<file path="config.mk">
export PLATFORM = sky130hd
export DESIGN_NAME = pio_edge_event_ctrl
export DESIGN_NICKNAME = d
export VERILOG_FILES = /design/src/rtl/pio_edge_event_ctrl.sv
export SDC_FILE = /design/constraint.sdc
export NUM_CORES = 1
export LEC_CHECK = 0
export CORE_MARGIN = 2
export CORE_UTILIZATION = 50
export CTS_BUF_LIST = sky130_fd_sc_hd__clkbuf_4 sky130_fd_sc_hd__clkbuf_8
export CTS_CLUSTER_DIAMETER = 100
export DETAILED_ROUTE_END_ITERATION = 10
export GPL_TIMING_DRIVEN = 0
export MAX_ROUTING_LAYER = met4
export PLACE_DENSITY = 0.79
export SLEW_MARGIN = 5
export SYNTH_ARGS = -nofsm -noshare
export SYNTH_HDL_FRONTEND = slang
export SYNTH_SLANG_ARGS = --single-unit
</file>
<file path="constraint.sdc">
create_clock -name clk -period 4.4 [get_ports clk]
set_input_delay 0.66 -clock clk [delete_from_list [all_inputs] [get_ports clk]]
set_output_delay 0.66 -clock clk [all_outputs]
set_load 0.05 [all_outputs]
</file>
<file path="src/rtl/pio_edge_event_ctrl.sv">
// pio_edge_event_ctrl: Avalon-MM master servicing an edge-capture PIO, queueing {capture,data} events.
// Optional EVT_TIMESTAMP_EN adds a 16-bit timestamp in evt_data[31:16].
module pio_edge_event_ctrl #(
  parameter logic [7:0] MASK_INIT = 8'hFF,
  parameter int FIFO_DEPTH = 8,
  parameter int OVF_W = 8,
`ifdef EVT_TIMESTAMP_EN
  localparam int EW = 32
`else
  localparam int EW = 16
`endif
) (
  input  logic             clk,
  input  logic             reset,
  output logic [1:0]       pio_address,
  output logic             pio_chipselect,
  output logic             pio_write_n,
  output logic [31:0]      pio_writedata,
  input  logic [31:0]      pio_readdata,
  input  logic             pio_irq,
  input  logic             cfg_mask_wr,
  input  logic [7:0]       cfg_mask,
  output logic             evt_valid,
  output logic [EW-1:0]    evt_data,
  input  logic             evt_ready,
  output logic [OVF_W-1:0] ovf_count,
  output logic             busy
);
  localparam int AW = $clog2(FIFO_DEPTH);
  typedef enum logic [3:0] {INIT_MASK, INIT_CLR, IDLE, SET_MASK, RD_CAP, RD_DAT, LATCH, CLR, PUSH} state_t;
  state_t state, state_n;
  logic active, mask_pend, wr, rd, push_req, push, pop, full;
  logic [7:0] mask_lat, cap, dat;
  logic [AW:0] wp, rp;
  logic [EW-1:0] mem [FIFO_DEPTH];
  logic [EW-1:0] push_word;
  logic unused_rd;
  assign unused_rd = ^pio_readdata[31:8];
  // active holds the bus idle for the first cycle after reset so the init writes follow release
  always_comb begin
    state_n = state;
    if (active)
      case (state)
        INIT_MASK: state_n = INIT_CLR;
        INIT_CLR:  state_n = IDLE;
        IDLE:      state_n = mask_pend ? SET_MASK : pio_irq ? RD_CAP : IDLE;
        SET_MASK:  state_n = IDLE;
        RD_CAP:    state_n = RD_DAT;
        RD_DAT:    state_n = LATCH;
        LATCH:     state_n = CLR;
        CLR:       state_n = PUSH;
        default:   state_n = IDLE;
      endcase
  end
  assign wr = active && (state inside {INIT_MASK, INIT_CLR, SET_MASK, CLR});
  assign rd = active && (state inside {RD_CAP, RD_DAT});
  assign pio_chipselect = wr | rd;
  assign pio_write_n = !wr;
  assign pio_address = !(wr | rd) ? 2'd0 : (state == INIT_MASK || state == SET_MASK) ? 2'd2 :
                       state == RD_DAT ? 2'd0 : 2'd3;
  assign pio_writedata = !active ? 32'd0 : state == INIT_MASK ? {24'd0, MASK_INIT} :
                         state == SET_MASK ? {24'd0, mask_lat} : 32'd0;
  assign busy = state != IDLE;
  assign evt_valid = wp != rp;
  assign evt_data = mem[rp[AW-1:0]];
  assign full = (wp[AW] != rp[AW]) && (wp[AW-1:0] == rp[AW-1:0]);
  assign pop = evt_valid && evt_ready;
  assign push_req = state == PUSH && cap != 8'd0;
  assign push = push_req && (!full || pop);
`ifdef EVT_TIMESTAMP_EN
  logic [15:0] ts, ts_lat;
  always_ff @(posedge clk) begin
    if (reset) begin
      ts <= 16'd0;
      ts_lat <= 16'd0;
    end else begin
      ts <= ts + 16'd1;
      if (state == RD_CAP) ts_lat <= ts;
    end
  end
  assign push_word = {ts_lat, cap, dat};
`else
  assign push_word = {cap, dat};
`endif
  always_ff @(posedge clk)
    if (push) mem[wp[AW-1:0]] <= push_word;
  always_ff @(posedge clk) begin
    if (reset) begin
      state <= INIT_MASK;
      active <= 1'b0;
      mask_pend <= 1'b0;
      mask_lat <= 8'd0;
      cap <= 8'd0;
      dat <= 8'd0;
      wp <= '0;
      rp <= '0;
      ovf_count <= '0;
    end else begin
      state <= state_n;
      active <= 1'b1;
      if (cfg_mask_wr) begin
        mask_pend <= 1'b1;
        mask_lat <= cfg_mask;
      end else if (state == SET_MASK) mask_pend <= 1'b0;
      if (state == RD_DAT) cap <= pio_readdata[7:0];
      if (state == LATCH) dat <= pio_readdata[7:0];
      if (push) wp <= wp + (AW+1)'(1);
      if (pop) rp <= rp + (AW+1)'(1);
      if (push_req && !push && ovf_count != '1) ovf_count <= ovf_count + OVF_W'(1);
    end
  end
endmodule

</file>
Word level (Yosys, flattened, before mapping)
Memories as Yosys holds them, arrays and structs flattened. A register that Yosys moved wholly into a read port is not among the register bits.
Cells that the tools add are included.
- bits in registers: 46
- bits in writable memories: 128
- bits of input ports: 45
- output and inout bits: 62
- word-level logic and storage cells: 61
- memories kept: 1
- add/sub/neg operators: 3
- equal/unequal tests: 13
- mux-type cells: 16
- bitwise logic cells: 1
- reductions and logical operators: 18
- memories (memory ; depth ; bits a word ; rd ports ; clocked after Yosys merged registers in ; wr ports ; line ; text):
    mem ; 8 ; 16 ; 1 ; 1 ; 1 ; 35 ; logic [EW-1:0] mem [FIFO_DEPTH];
- operators with widths (operator ; number):
    two-way mux 8 bit ; 3
    one-hot mux 4 bit (6 select lines) ; 1
    == test 4 x 3 -> 1 bit (second input constant) ; 4
    two-way mux 3 bit ; 4
    adder 4 x 1 -> 4 bit (second input constant) ; 2
    adder 8 x 1 -> 8 bit (second input constant) ; 1
    == test 4 x 2 -> 1 bit (second input constant) ; 2
    logical AND 1 bit ; 8
    != test 8 bit (second input constant) ; 1
    nonzero test 8 bit ; 1
    two-way mux 2 bit ; 3
    two-way mux 1 bit ; 5
    == test 4 x 1 -> 1 bit (second input constant) ; 1
    == test 4 bit (second input constant) ; 1
    logical NOT 4 bit ; 1
    != test 4 x 2 -> 1 bit (second input constant) ; 1
    != test 4 bit ; 1
    nonzero test 2 bit ; 2
    nonzero test 4 bit ; 1
    == test 3 bit ; 1
    logical NOT 1 bit ; 3
    logical OR 1 bit ; 2
    != test 1 bit ; 1
    OR 1 bit ; 1

Longest topological paths before layout
- depth in word-level cells: 8
- depth in mapped cells: 7
- gate-level depth less buffers: 6

Least setup slack after synthesis
OpenSTA, ideal clock, no wires.
- kind: flip-flop to flip-flop
- start point: register state[3]
- end point: memory mem[1][0] (enable)
- library setup time: 0.436 ns
- data arrival time: 3.040 ns
- data required time: 3.964 ns
- slack: 0.924 ns
- stages on the path, launching flop included: 6
- path buffers: 1
- clock period less this slack: 3.476 ns
- path through: dfxtp_1 > buf_4 > or4b_4 > a21oi_4 > o21ai_0 > nor4b_1
- cells in the longest elaborated chain, start to end: 5
- RTL lines (element ; line ; text):
    start: declaration ; 31 ; state_t state, state_n;
    start signal: assignment ; 99 ; state <= state_n;
    == test 4 bit ; 68 ; assign push_req = state == PUSH && cap != 8'd0;
    logical AND 1 bit ; 68 ;
    logical AND 1 bit ; 69 ; assign push = push_req && (!full || pop);
    two-way mux 1 bit ; 86 ; if (push) mem[wp[AW-1:0]] <= push_word;
    two-way mux 1 bit (implied by the code) ; 86 ;
    end: declaration ; 35 ;
No other way between the ends.

==> impl_results.md <==
* IO buf count at 57
* R2R Setup Slk at between 1.5 and 2 ns
* Yosys reg bits at between 150 and 200
* Via count at around 4,300
* Hpwl dp at 10,480 µm
* Design area at slightly below 9000 µm²
* Placed cell count at 752
* Final Hold Viols at 0
* Unrepaired setup endpoints after global routing: no
* Initial cell density of the core at 51.46%
* Hold depth at 2
* Static leakage at between 2 and 3 nW
* Final hold slack at 0.5132 ns
* Number of flops mapped to enable cells by yosys at about 130
* Reg-to-reg endpoint: mem[3][3]
* Crit Path Class: reg2out
* Sequential share of the synthesized area at ~67%
* Top-area cell type share of the netlist area at between 50% and 60%
* Final setup vio count at 0
* # diodes at 0
* First-pass GRT wire length at roughly 23,000 µm
* Status: complete, no violations
* Top_reg_cell synth: edfxtp_1
* Largest net degree at the start of global routing at 19
* Wire per inst at 18.92 µm
* CTS tree: done
* Clock latency on the worst-skew pair at 0.48 ns
* Fill cells at 1,033
* Die span in x at about 120 µm
* Post-CTS Setup Bufs at 0
* Post_cts resized at 0
* Highest clock rate at between 200 and 300 MHz
* Clock Pin Slew Worst Setup and Hold Paths at 0.09 ns
* Vias in the first global route at ~4,500
* Synth cell count leaders: 128 x edfxtp_1, 49 x dfxtp_1, 44 x nand2_1, 33 x a21oi_1, 32 x mux4_2
* Overall Global Routing Usage at between 20% and 30%
* Post-synth top area cell: edfxtp_1
* Die area at approximately 15,000 µm²
* Crit path max fanout at 10
* Max cap viols at 0
* Layout cells sized above 1 at 23.51%
* Worst Setup End Kind: output pin
* Hold Path End: mask_lat[5]
* Sink Count at 177
* Hold/Removal Path Class: reg2reg
* CTS buffer count at 17
* Antenna violations before repair at 0
* Iter 0 DRT Violations at 540
* Boundary Pins at approximately 110
* Min-delay src: mask_lat[5]
* Tmin final at roughly 3.8 ns
* # rows at 43
* Drc violations at 0
* Routed WL at roughly 15,000 µm
* Post-DRT Antenna Nets at 0
* Worst-case clock buffer depth at 2
* Actual slew at the worst max-slew pin at between 1 and 1.5 ns
* Vias per cell at 5.547
* Syn Inst Count at between 400 and 500
* Pins Over Slew Limit at 0
* RD Place Congestion at slightly above 0.8
* Synthesized area per cell at around 15 µm²
* Area Growth Syn to Fin at 20.53%
* Cell Area, Placed at around 8300 µm²
* Crit start category: register
* Maximum VDD drop at about 230 µV
* H-tree levels at 4
* Synth top area cells: edfxtp_1 53%, dfxtp_1 14%, mux4_2 10%
* Relative slew margins at 23.43%
* Hold buffers post-CTS at 0
* Skew final at ~0.013 ns
* Register-to-Register Path Depth at 6
* CP required at between 3 and 4 ns
* Nets at 639
* RR Startpoint: state[3]
* Non-Filler Instances at 784
* Synth warnings at 0
* Grt total ovfl at 0
* Core Region at around 14,000 µm²
* Most frequent cell after synthesis: edfxtp_1
* Power Density at about 360 nW/µm²
* DIE HEIGHT at between 100 and 150 µm
* Root Driver: clkbuf_8
* Asr flop ratio synth at 0%
* Reg area at 4825 µm²
* Crit path arrival time at between 3 and 4 ns
* Pre-antenna DRT Iters at 5
* Synth Cell Area at around 7200 µm²
* Area occupied by multi-input gates at 2205 µm²
* Tcrit/Tclk final at 85.45%
* Yosys cell types at between 40 and 50
power breakdown:
part	internal (mW)	switching, mW
Sequential	1.77	0.00859
Clock	0.495	0.637
Combinational	0.0741	0.147
Total	2.34	0.792
how the worst max path moves through the flow:
stage	end	slack [ns]	cells after the start
after floorplan	mem[1][0]	0.92	5
after global placement	mem[1][6]	-0.73	4
after detailed placement	evt_data[11]	1.11	5
after CTS	evt_data[13]	0.56	5
after global routing	pio_writedata[4]	0.48	4
final	evt_data[11]	0.64	5
area by class of cell:
cell class                 instances  share of cell area (%)
buffer                            49                   3.288
tap                              180                   2.596
multi-input combinational        272                   25.41
clock inverter                    14                   1.933
timing repair buffer              71                   8.177
clock buffer                      18                   2.855
inverter                           3                  0.1298
sequential                       177                   55.61
registers in the layout, summed over array words and instances (netlist names), named ones only:
signal and flops:
wp 4, mem 128, rp 4, active 1, dat 8, mask_lat 8
ovf_count 8, state 4, cap 8, mask_pend 1
stage by stage:
| stage | setup slack (ns) | util [%] | setup TNS (ns) | power [mW] |
|---|---|---|---|---|
| 5_1_grt | 0.4759 | 62.02 | 0 | 3.240 |
| 4_1_cts | 0.5587 | 62.02 | 0 | 3.151 |
| 3_5_place_dp | 1.106 | 59.05 | 0 | 2.038 |
| 3_3_place_gp | -0.7285 | 57.76 | -30.29 | 2.036 |
| 6_report | 0.6402 | 62.02 | 0 | 3.134 |
| 2_1_floorplan | 0.9236 | - | 0 | 1.977 |
cells in the final DEF (no fill, tap or decap), types with 3 or more instances in the layout:
master / n
edfxtp_1: 128
clkdlybuf4s50_1: 57
dfxtp_1: 49
nand2_1: 44
a21oi_1: 33
mux4_2: 32
buf_4: 31
conb_1: 24
nor2_1: 23
clkbuf_8: 18
mux2_2: 17
clkbuf_1: 14
mux2i_1: 9
o21a_1: 8
nand3_1: 8
o21ai_0: 8
xnor2_1: 7
buf_6: 7
buf_2: 6
or3_1: 6
nand2b_1: 5
buf_1: 4
nor3_1: 4
inv_8: 4
inv_6: 4
nor4_1: 3
xor2_1: 3
inv_1: 3
ha_1: 3
cell families (layout without fill, tap and decap cells):
logic type,after synthesis,after routing,synth area share (%)
compound gates,60,60,4.972
simple gates,117,117,8.170
other cells,1,24,0.05210
flops,177,177,67.03
mux,58,58,13.92
xor+xnor,10,10,1.217
buf+inv,52,155,4.120
fa+ha+maj,3,3,0.5215
layer usage:
layer  track usage, %  wire length, µm  up-vias
li1                 -                -     1987
met1            27.48             6300     2126
met2            33.41             7056      197
met3            4.945             1060       39
met4            10.25              420        0
met5                -                0        -
worst max-delay path, cell delays in order, from the launching register on:
cell and delay [ns]:
dfxtp_1 0.32, clkbuf_1 0.28, buf_2 0.46, mux4_2 0.56, mux2_2 0.29, clkdlybuf4s50_1 0.70
No activity file was read; power rests on OpenSTA's default activity.
